**src/rtl/gray_pkg.sv**
```systemverilog
// gray_pkg: shared types and limits for the Gray-code counter family.
//   gray_dir_t      - step direction, DIR_DOWN (0) / DIR_UP (1)
//   GRAY_MAX_WIDTH  - widest counter the family supports
package gray_pkg;

    typedef enum logic {
        DIR_DOWN = 1'b0,
        DIR_UP   = 1'b1
    } gray_dir_t;

    localparam int GRAY_MAX_WIDTH = 32;

endpackage

```
**src/rtl/gray_to_bin.sv**
```systemverilog
// gray_to_bin: purely combinational reflected-Gray to binary converter.
//   WIDTH  - word width
//   gray   in  Gray-coded word
//   bin    out binary equivalent
module gray_to_bin #(
    parameter int unsigned WIDTH = 4
) (
    input  logic [WIDTH-1:0] gray,
    output logic [WIDTH-1:0] bin
);

    // Each binary bit is the XOR of all Gray bits at and above it.
    for (genvar i = 0; i < WIDTH; i++) begin : g_bit
        assign bin[i] = ^gray[WIDTH-1:i];
    end

endmodule

```
**src/rtl/gray_counter_ud.sv**
```systemverilog
// gray_counter_ud: up/down Gray-code counter with enable, synchronous Gray-coded
// load and a one-cycle boundary (overflow/underflow) pulse.
//   clk       in  clock, rising edge
//   reset     in  synchronous active-high reset
//   en        in  count enable
//   up        in  direction, 1 = increment, 0 = decrement
//   load      in  synchronous load of load_val (beats en)
//   load_val  in  Gray-coded preset
//   out       out registered Gray count
//   bin_out   out registered binary count
//   ovf       out registered pulse on a boundary step
// Build option: define GRAY_COUNTER_UD_SAT_EN to saturate at the boundaries
// instead of wrapping; ovf still pulses on every boundary step.
module gray_counter_ud
    import gray_pkg::*;
#(
    parameter int unsigned WIDTH = 4
) (
    input  logic             clk,
    input  logic             reset,
    input  logic             en,
    input  logic             up,
    input  logic             load,
    input  logic [WIDTH-1:0] load_val,
    output logic [WIDTH-1:0] out,
    output logic [WIDTH-1:0] bin_out,
    output logic             ovf
);

    if (int'(WIDTH) < 2 || int'(WIDTH) > GRAY_MAX_WIDTH) begin : g_width_check
        $error("gray_counter_ud: WIDTH must be in 2..%0d", GRAY_MAX_WIDTH);
    end

    localparam logic [WIDTH-1:0] CntMax = '1;
    localparam logic [WIDTH-1:0] CntOne = WIDTH'(1);

    logic [WIDTH-1:0] cnt_q, cnt_d;
    logic [WIDTH-1:0] load_bin;
    logic             ovf_d;
    logic             boundary;
    gray_dir_t        dir;

    gray_to_bin #(
        .WIDTH (WIDTH)
    ) u_load_conv (
        .gray (load_val),
        .bin  (load_bin)
    );

    assign dir = gray_dir_t'(up);

    // A step that would leave the representable range in the chosen direction.
    assign boundary = en && !load &&
                      (((dir == DIR_UP) && (cnt_q == CntMax)) ||
                       ((dir == DIR_DOWN) && (cnt_q == '0)));

    always_comb begin
        cnt_d = cnt_q;
        ovf_d = 1'b0;
        if (load) begin
            cnt_d = load_bin;
        end else if (en) begin
            ovf_d = boundary;
`ifdef GRAY_COUNTER_UD_SAT_EN
            if (!boundary) begin
                cnt_d = (dir == DIR_UP) ? cnt_q + CntOne : cnt_q - CntOne;
            end
`else
            // Modulo arithmetic gives the wrap for free.
            cnt_d = (dir == DIR_UP) ? cnt_q + CntOne : cnt_q - CntOne;
`endif
        end
    end

    always_ff @(posedge clk) begin
        if (reset) begin
            cnt_q <= '0;
            out   <= '0;
            ovf   <= 1'b0;
        end else begin
            cnt_q <= cnt_d;
            out   <= cnt_d ^ (cnt_d >> 1);
            ovf   <= ovf_d;
        end
    end

    assign bin_out = cnt_q;

endmodule

```
**config.mk**
```make
export PLATFORM = sky130hd
export DESIGN_NAME = gray_counter_ud
export DESIGN_NICKNAME = d
export VERILOG_FILES = /design/src/rtl/gray_pkg.sv /design/src/rtl/gray_to_bin.sv /design/src/rtl/gray_counter_ud.sv
export SDC_FILE = /design/constraint.sdc
export NUM_CORES = 1
export LEC_CHECK = 0
export BUFFER_PORTS_ARGS = -buffer_cell sky130_fd_sc_hd__buf_2
export CORE_MARGIN = 2
export CORE_UTILIZATION = 42
export DETAILED_ROUTE_END_ITERATION = 8
export PLACE_DENSITY = 0.76
export SLEW_MARGIN = 20
export SYNTH_ARGS = -nofsm -noshare
export SYNTH_HDL_FRONTEND = slang
export SYNTH_SLANG_ARGS = --single-unit
export TNS_END_PERCENT = 50
```
**constraint.sdc**
```tcl
create_clock -name clk -period 1.8 [get_ports clk]
set_input_delay 0.36 -clock clk [delete_from_list [all_inputs] [get_ports clk]]
set_output_delay 0.36 -clock clk [all_outputs]
set_load 0.1 [all_outputs]
```
### After elaboration in Yosys (flattened, before gate mapping)

Cells that the tools add are included.

| storage, ports and cells | value |
|---|---|
| word-level logic and storage cells | 23 |
| bits in registers | 9 |
| output and inout bits | 9 |
| bits of input ports | 9 |

| operators by class | value |
|---|---|
| bitwise operators | 3 |
| $add $sub $neg | 2 |
| equal/unequal tests | 1 |
| reduce and logical (&&, ||, !) cells | 11 |
| mux-type cells | 3 |

Operators by type and width:

| kind | number |
|---|---|
| two-way mux 4 bit | 3 |
| adder 4 x 1 -> 4 bit (second input constant) | 1 |
| == test 4 bit (second input constant) | 1 |
| logical AND 1 bit | 4 |
| zero test 4 bit | 1 |
| parity 4 bit | 1 |
| subtractor 4 x 1 -> 4 bit (second input constant) | 1 |
| bitwise XOR 4 x 3 -> 4 bit | 1 |
| OR reduction 3 bit | 1 |
| parity 3 bit | 1 |
| NOT 1 bit | 2 |
| parity 2 bit | 1 |
| zero test 1 bit | 1 |
| logical OR 1 bit | 1 |

### Longest topological paths before layout

Gate-level depths: netlist of the first run.

| depth | value |
|---|---|
| depth in word-level cells | 5 |
| depth in mapped cells | 6 |

### By module

From an unflattened synthesis of the first run, not the netlist that was laid out.

| second synthesis, totals | value |
|---|---|
| cell total of the unflattened synthesis | 58 |
| area, all modules | 539.3 µm² |

Modules (own cells, without submodules):

| module | times used | cells an instance | area each (µm²) |
|---|---|---|---|
| gray_counter_ud | 1 | 53 | 489.2 |
| gray_to_bin | 1 | 5 | 50.0 |

### Least setup slack after synthesis of the first run

No wires, ideal clock.

| timing path | value |
|---|---|
| kind | flip-flop to flip-flop |
| start | register cnt_q[0] (netlist: bin_out[0]) |
| end | register out[2] |
| path slack | -782 ps |
| data required time | 1,679 ps |
| buffers on the path | 0 |
| clock period less this slack | 2,582 ps |
| arrival time | 2,461 ps |
| cell stages (with the launch flop) | 7 |
| cell sequence | dfxtp_1 inv_1 fa_1 xnor2_1 a211o_1 and3_1 mux2_4 |

| on the way | value |
|---|---|
| longest elaborated chain between the ends | 5 |

Ends and longest elaborated chain:

| item | RTL line | text |
|---|---|---|
| start, declared | gray_counter_ud.sv:37 | `logic [WIDTH-1:0] cnt_q, cnt_d;` |
| start signal, assigned | gray_counter_ud.sv:81 | `cnt_q <= cnt_d;` |
| subtractor 4 x 1 -> 4 bit or adder 4 x 1 -> 4 bit (tied branches) | gray_counter_ud.sv:70 | `cnt_d = (dir == DIR_UP) ? cnt_q + CntOne : cnt_q - CntOne;` |
| two-way mux 4 bit * | gray_counter_ud.sv:70 |  |
| two-way mux 4 bit * | gray_counter_ud.sv:62 | `end else if (en) begin` |
| two-way mux 4 bit * | gray_counter_ud.sv:60 | `if (load) begin` |
| bitwise XOR 4 x 3 -> 4 bit * | gray_counter_ud.sv:82 | `out <= cnt_d ^ (cnt_d >> 1);` |
| end signal, assigned | gray_counter_ud.sv:82 |  |
| end, declared | gray_counter_ud.sv:25 | `output logic [WIDTH-1:0] out,` |

Mark *: on every way between the ends. The rest lies on a longest branch, timed or not.
A chain may end at the register's enable or synchronous reset.

### Worst setup path in the final report of the first run

Ends and elaborated chain as after synthesis.

==> metrics.yaml, run 1 <==
status:
  status: "complete, no violations"
timing:
  hold_slack_ps: 347
  relSlewSlack_pct: 67.8
  fmax_mhz: 575
  skew_ps: 8.59
  fin_ws_ps: 59.4
  slew_violations: 0
  finalCriticalPeriod_ps: 1740
  hold_viol_final: 0
  fin_crit_sh_pct: 96.7
  worst_pin_slew_ps: 486
  rsz0062_at_grt: "false"
  finalSetupViolCount: 0
placed_design:
  hpwl_um: 992
  dp_worst_setup_slack_ps: -198
  place.gp.congestion: 0.889
  numPortBuffers: 17
floorplan:
  die_h_um: 40.1
  start_util_pct: 43.8
  die_w_um: 40.1
  top_level_ports: 18
  die_area_mm2: 0.00161
  coreArea_mm2: 0.00125
  num_rows: 13
power_and_ir_drop:
  power.internal_w: 0.000393
  sw_frac_of_total_pct: 45.6
  clkPwrFrac_pct: 19.9
  peakVddDrop_v: 0.000334
  switching_power_w: 0.000329
  powerDensity_mw_per_mm2: 996
  p_seq_share_pct: 29.5
  p_leak_nw: 0.352
  combPwrFrac_pct: 50.6
layout:
  diodes: 0
  multiInputGateArea_um2: 365
  fill_cells: 102
  final_nets: 96
  seq_area_um2: 173
  areaGrowthSynthToFinish_pct: 32.2
  drive_gt1_share_pct: 44.6
detailed_routing:
  ant_nets: 0
  wl_per_cell_um: 12.5
  drc: 0
  drt_iter0_markers: 11
  viasPerCell: 5.16
  wl_um: 1220
  dr.pass1.iters: 4
  vias: 506
job:
  max_cap_viol_count: 0
clock_tree:
  cts_buffers: 3
  root_buffer: "clkbuf_4"
  cts_tree: "done"
  worst_skew_pair.late_latency_ps: 250
  post_cts_buffers: 0
  cts_num_sinks: 8
  htree_num_levels: 1
  clockBufferDepth: 2
  clkTransAtPathRegs_ps: 60
  cts.hold.buffers_added: 0
logic_synthesis:
  synth_cell_types: 31
  syn_inst: 60
  ys_seq_area_share_pct: 29.2
  syn_area_um2: 548
  yosysWarningCount: 0
  synth_nets: 72
  ys_seq_elements: 8
  syn_avg_cell_area_um2: 9.13
worst_setup_path:
  critPathKind: "reg2reg"
  path_cells: "inv_2 -> fa_2 -> xnor2_2 -> a211o_1 -> and3_1 -> mux2_4"
  slowest_delay_ps: 410
  critical_path.slowest_cell: "fa_2"
  critPathArrivalTime_ps: 1880
  cp-start-kind: "register"
  cp.required_ps: 1940
  critPathMaxFanout: 2
  cp_num_buf_inv: 1
  cp-end-kind: "register"
  crit_family: "adder cells"
global_route:
  grt_start_max_net_pins: 11
  gr-total-overflow: 0
  grt_pass1_vias: 419
  grt_pass1_wl_um: 1810
  antenna_found_initial: 0
  grt.total_usage_pct: 17.5
worst_hold_path:
  hp-class: "in2reg"
[area by class of cell]
class | instances | share of cell area [%]
repair buffers | 22 | 16.9
clock buffers | 4 | 3.63
inverters | 5 | 2.59
flip-flops and latches | 8 | 23.8
well taps | 15 | 2.59
multi-input cells | 44 | 50.4
[metrics by stage]
step	instance area (um^2)	setup TNS (ps)	power (W)	std cells	util (%)
after floorplan	571	-123	0.000509	60	-
after global placement	693	-122	0.000574	94	55.3
after detailed placement	693	-247	0.000581	94	55.3
after CTS	719	0	0.000724	98	57.4
after global routing	724	0	0.000758	98	57.8
final	724	0	0.000722	98	57.8
[registers in the layout, indices dropped and copies added (netlist names)]
| register | cells |
|---|---|
| ovf | 1 |
| out | 4 |
| bin_out | 3 |
[synthesized netlist by cell type, drive strengths merged]
cell / instances / area (um^2)
dfxtp: 8 / 160
inv: 5 / 18.8
a211oi: 4 / 30.0
nor2: 4 / 15.0
xnor2: 4 / 35.0
xor2: 3 / 26.3
a21o: 2 / 15.0
a21oi: 2 / 10.0
and2: 2 / 12.5
and3: 2 / 12.5
buf: 2 / 15.0
ha: 2 / 25.0
mux2: 2 / 26.3
nand3: 2 / 10.0
a211o: 1 / 8.76
a221oi: 1 / 15.0
a22o: 1 / 8.76
a2bb2oi: 1 / 8.76
and4: 1 / 8.76
clkbuf: 1 / 3.75
fa: 1 / 20.0
nand2: 1 / 3.75
nand3b: 1 / 7.51
nor2b: 1 / 6.26
nor3: 1 / 5.00
nor3b: 1 / 7.51
nor4bb: 1 / 10.0
o21ai: 1 / 5.00
or4: 1 / 7.51
or4b: 1 / 10.0
[what timing repair did]
item                       4_1_cts  5_1_grt
resized for setup                0        1
setup endpoints to repair        0        1
hold endpoints to repair         0        0
[power by group through the flow]
stage                     Sequential, W  Clock (W)  Combinational, W
after floorplan                0.000365          0          0.000144
after global placement         0.000216          0          0.000358
after detailed placement       0.000217          0          0.000364
after CTS                      0.000214   0.000146          0.000364
after global routing           0.000217   0.000152          0.000388
final                          0.000213   0.000143          0.000365
[logic make-up after synthesis]
kind of cell | after synthesis | share of synthesized area [%]
buf+inv | 8 | 6.85
flops | 8 | 29.2
xor+xnor | 7 | 11.2
mux | 2 | 4.79
fa+ha+maj | 3 | 8.22
compound gates | 13 | 18.5
simple gates | 19 | 21.2
[per-layer routing]
| metal | part of all wire (%) | track usage [%] | up-vias |
|---|---|---|---|
| li1 | - | - | 259 |
| met1 | 47 | 23.7 | 225 |
| met2 | 48 | 27.4 | 22 |
| met3 | 5.2 | 1.67 | 0 |
| met4 | 0 | 8.62 | 0 |
| met5 | 0 | 0 | - |
[final timing paths]
path                                  from          to  slack [ps]  depth (start not counted)
worst max-delay path            bin_out[0]      out[2]          60                          6
worst min-delay path                 reset  bin_out[1]         350                          2
worst min register to register  bin_out[2]         ovf         680                          2
worst max register to register  bin_out[0]      out[2]          60                          6
[cell usage in the layout (no fill, tap or decap), types with 3 or more instances in the layout]
| master | synthesis | routed |
|---|---|---|
| a211oi_1 | 4 | 4 |
| buf_2 | 0 | 17 |
| buf_4 | 2 | 5 |
| clkbuf_4 | 0 | 3 |
| dfxtp_1 | 8 | 4 |
| dfxtp_4 | 0 | 3 |
| inv_1 | 5 | 3 |
| nor2_1 | 4 | 4 |
| xnor2_1 | 4 | 3 |
| xor2_1 | 3 | 3 |
Note: power is estimated with default switching activity, not from simulation.
==> inputs of run 2 (changes only) <==
--- a/config.mk
+++ b/config.mk
@@ -5,11 +5,13 @@
 export SDC_FILE = /design/constraint.sdc
 export NUM_CORES = 1
 export LEC_CHECK = 0
+export ABC_AREA = 1
 export BUFFER_PORTS_ARGS = -buffer_cell sky130_fd_sc_hd__buf_2
 export CORE_MARGIN = 2
 export CORE_UTILIZATION = 42
 export DETAILED_ROUTE_END_ITERATION = 8
 export PLACE_DENSITY = 0.76
+export SKIP_LAST_GASP = 1
 export SLEW_MARGIN = 20
 export SYNTH_ARGS = -nofsm -noshare
 export SYNTH_HDL_FRONTEND = slang
==> run 2 against run 1 <==
Worst hold slack improved by 23 ps. Synthesized cell count grew 45%. Via count rose by 12%. Flip-flop and latch count stayed put. Critical endpoint is now out[1]. Largest cell class unchanged.
==> metrics.yaml, run 2 <==
logic_synthesis:
  synth-simple-area-share_pct: 40.2
  synth_compound_area_share_pct: 7.90
  synth-xor-area-share_pct: 3.16
  yosys-top-cells-count: "nand2_1, inv_1, dfxtp_1, nor2_1, nand2_2"
  synth_nets: 99
  synth_edf_count: 0
  synth_most_common_cell: "nand2_1"
  yosysWarningCount: 0
  synthAdderAreaFrac_pct: 8.13
  syn_avg_cell_area_um2: 6.37
  synthFlopType: "dfxtp_1"
  synth.area.top_cells: "dfxtp_1, nand2_1, inv_1, nand2_2, nor2_1"
  synth_cell_types: 20
  synthMuxAreaShare_pct: 0
  synth_top_family_by_area: "simple AND/OR/NAND/NOR gates"
  synthArstFlopShare_pct: 0
  synth_top_area_cell: "dfxtp_1"
  syn_area_um2: 554
  syn_inst: 87
  synth_top_area_share_pct: 28.9
  ys_seq_area_share_pct: 28.9
  ys_seq_elements: 8
detailed_routing:
  top_layer: "met3"
  ant_nets: 0
  vias: 567
  wl_met1_um: 550
  dr.pass1.iters: 4
  wl_per_cell_um: 9.68
  drc: 0
  wl_met3_um: 84
  drt_iter0_markers: 7
  wl_um: 1160
  wl_met2_um: 527
  viasPerCell: 4.73
global_route:
  gr-total-overflow: 0
  grt.total_usage_pct: 16.1
  antenna_found_initial: 0
  grt_pass1_vias: 460
  grt_start_max_net_pins: 10
  grt_pass1_wl_um: 1750
clock_tree:
  worst_skew_pair.late_latency_ps: 250
  root_buffer: "clkbuf_4"
  cts_num_sinks: 8
  cts.hold.buffers_added: 0
  clockBufferDepth: 2
  cts_tree: "done"
  post_cts_buffers: 0
  htree_num_levels: 1
  cts_resized: 0
  clkTransAtPathRegs_ps: 50
  cts_buffers: 3
timing:
  fin_ws_ps: 239
  relSlewSlack_pct: 67.9
  fin_crit_sh_pct: 86.7
  finalCriticalPeriod_ps: 1560
  hold_viol_final: 0
  setup_tns_ps: 0
  fmax_mhz: 641
  rsz0062_at_grt: "false"
  finalSetupViolCount: 0
  skew_ps: 0.673
  worst_pin_slew_ps: 484
  slew_violations: 0
placed_design:
  numPortBuffers: 17
  hpwl_um: 923
  dp_worst_setup_slack_ps: 190
  place.gp.congestion: 0.811
worst_setup_path:
  slowest_delay_ps: 420
  reg2reg_from: "bin_out[0]"
  reg2reg_slack_ps: 240
  critPathKind: "reg2reg"
  critPathMaxFanout: 8
  cp-end-kind: "register"
  critPathArrivalTime_ps: 1710
  cp_common_cell: "nand2_1"
  cp.required_ps: 1950
  crit_family: "simple AND/OR/NAND/NOR gates"
  cp-startpoint: "bin_out[0]"
  critical_path.slowest_cell: "fa_1"
  cp_num_buf_inv: 2
  path_cells: "inv_1 -> fa_1 -> nand2_1 -> nand3_1 -> nand2_1 -> nand2_2 -> nand2_1 -> nand2_1 -> o21ai_1 -> inv_1"
  cp-start-kind: "register"
  r2r-end: "out[1]"
  ff2ff_path_depth: 10
floorplan:
  num_rows: 13
  coreArea_mm2: 0.00127
  die_area_mm2: 0.00163
  start_util_pct: 43.7
  die_h_um: 40.3
  die_w_um: 40.3
  top_level_ports: 18
power_and_ir_drop:
  combPwrFrac_pct: 46.6
  peakVddDrop_v: 0.000579
  switching_power_w: 0.000316
  powerDensity_mw_per_mm2: 977
  p_seq_share_pct: 32.3
  total_power_w: 0.000657
  clkPwrFrac_pct: 21.1
  power.internal_w: 0.000341
  sw_frac_of_total_pct: 48.0
  p_leak_nw: 0.382
worst_hold_path:
  hold_depth: 2
  hold_path_end: "bin_out[0]"
  hp-class: "in2reg"
  hold_start: "reset"
status:
  status: "complete, no violations"
layout:
  layout_common_cells: "nand2_1, buf_2, inv_1"
  areaGrowthSynthToFinish_pct: 21.2
  drive_gt1_share_pct: 32.4
  fill_cells: 143
  mostFrequentLayoutCell: "nand2_1"
  largest_register_ffs: 4
  diodes: 0
  final_nets: 119
  final_core_util_pct: 53.0
  regMostFlops: "out"
job:
  max_cap_viol_count: 0
-- run 2: power by group through the flow --
stage	clock network [W]	logic, W	registers (W)
floorplan	0	0.000118	0.000351
global placement	0	0.000299	0.000216
detailed placement	0	0.000306	0.000216
CTS	0.000139	0.000306	0.000212
global route	0.000142	0.000331	0.000215
finish	0.000138	0.000306	0.000212
-- run 2: cell type report --
type | count | area, um^2 | share of cell area (%)
clock buffer | 3 | 22.5 | 3.35
timing repair buffer | 17 | 85.1 | 12.7
multi-input combinational | 63 | 329 | 49.0
inverter | 14 | 52.6 | 7.82
tap | 15 | 18.8 | 2.79
sequential | 8 | 164 | 24.4
-- run 2: worst max path at each step --
stage,to,depth (start not counted)
after CTS,out[1],10
final,out[1],10
after global placement,out[1],10
after detailed placement,out[1],10
after global routing,out[1],10
after floorplan,out[1],10
-- run 2: logic make-up after synthesis --
| kind of cell | Yosys count |
|---|---|
| fa+ha+maj | 3 |
| compound gates | 8 |
| buf+inv | 16 |
| xor+xnor | 2 |
| flops | 8 |
| simple gates | 50 |
-- run 2: metal layers --
metal / track usage, % / up-vias
met5: 0 / -
li1: - / 305
met4: 0 / 0
met2: 30.2 / 24
met1: 17.7 / 238
met3: 6.67 / 0
-- run 2: metrics by stage --
step                hold WS [ps]  instance area (um^2)  std cells
floorplan                    426                   558         87
global placement             614                   649        117
detailed placement           621                   649        117
CTS                          363                   672        120
global route                 381                   672        120
finish                       371                   672        120
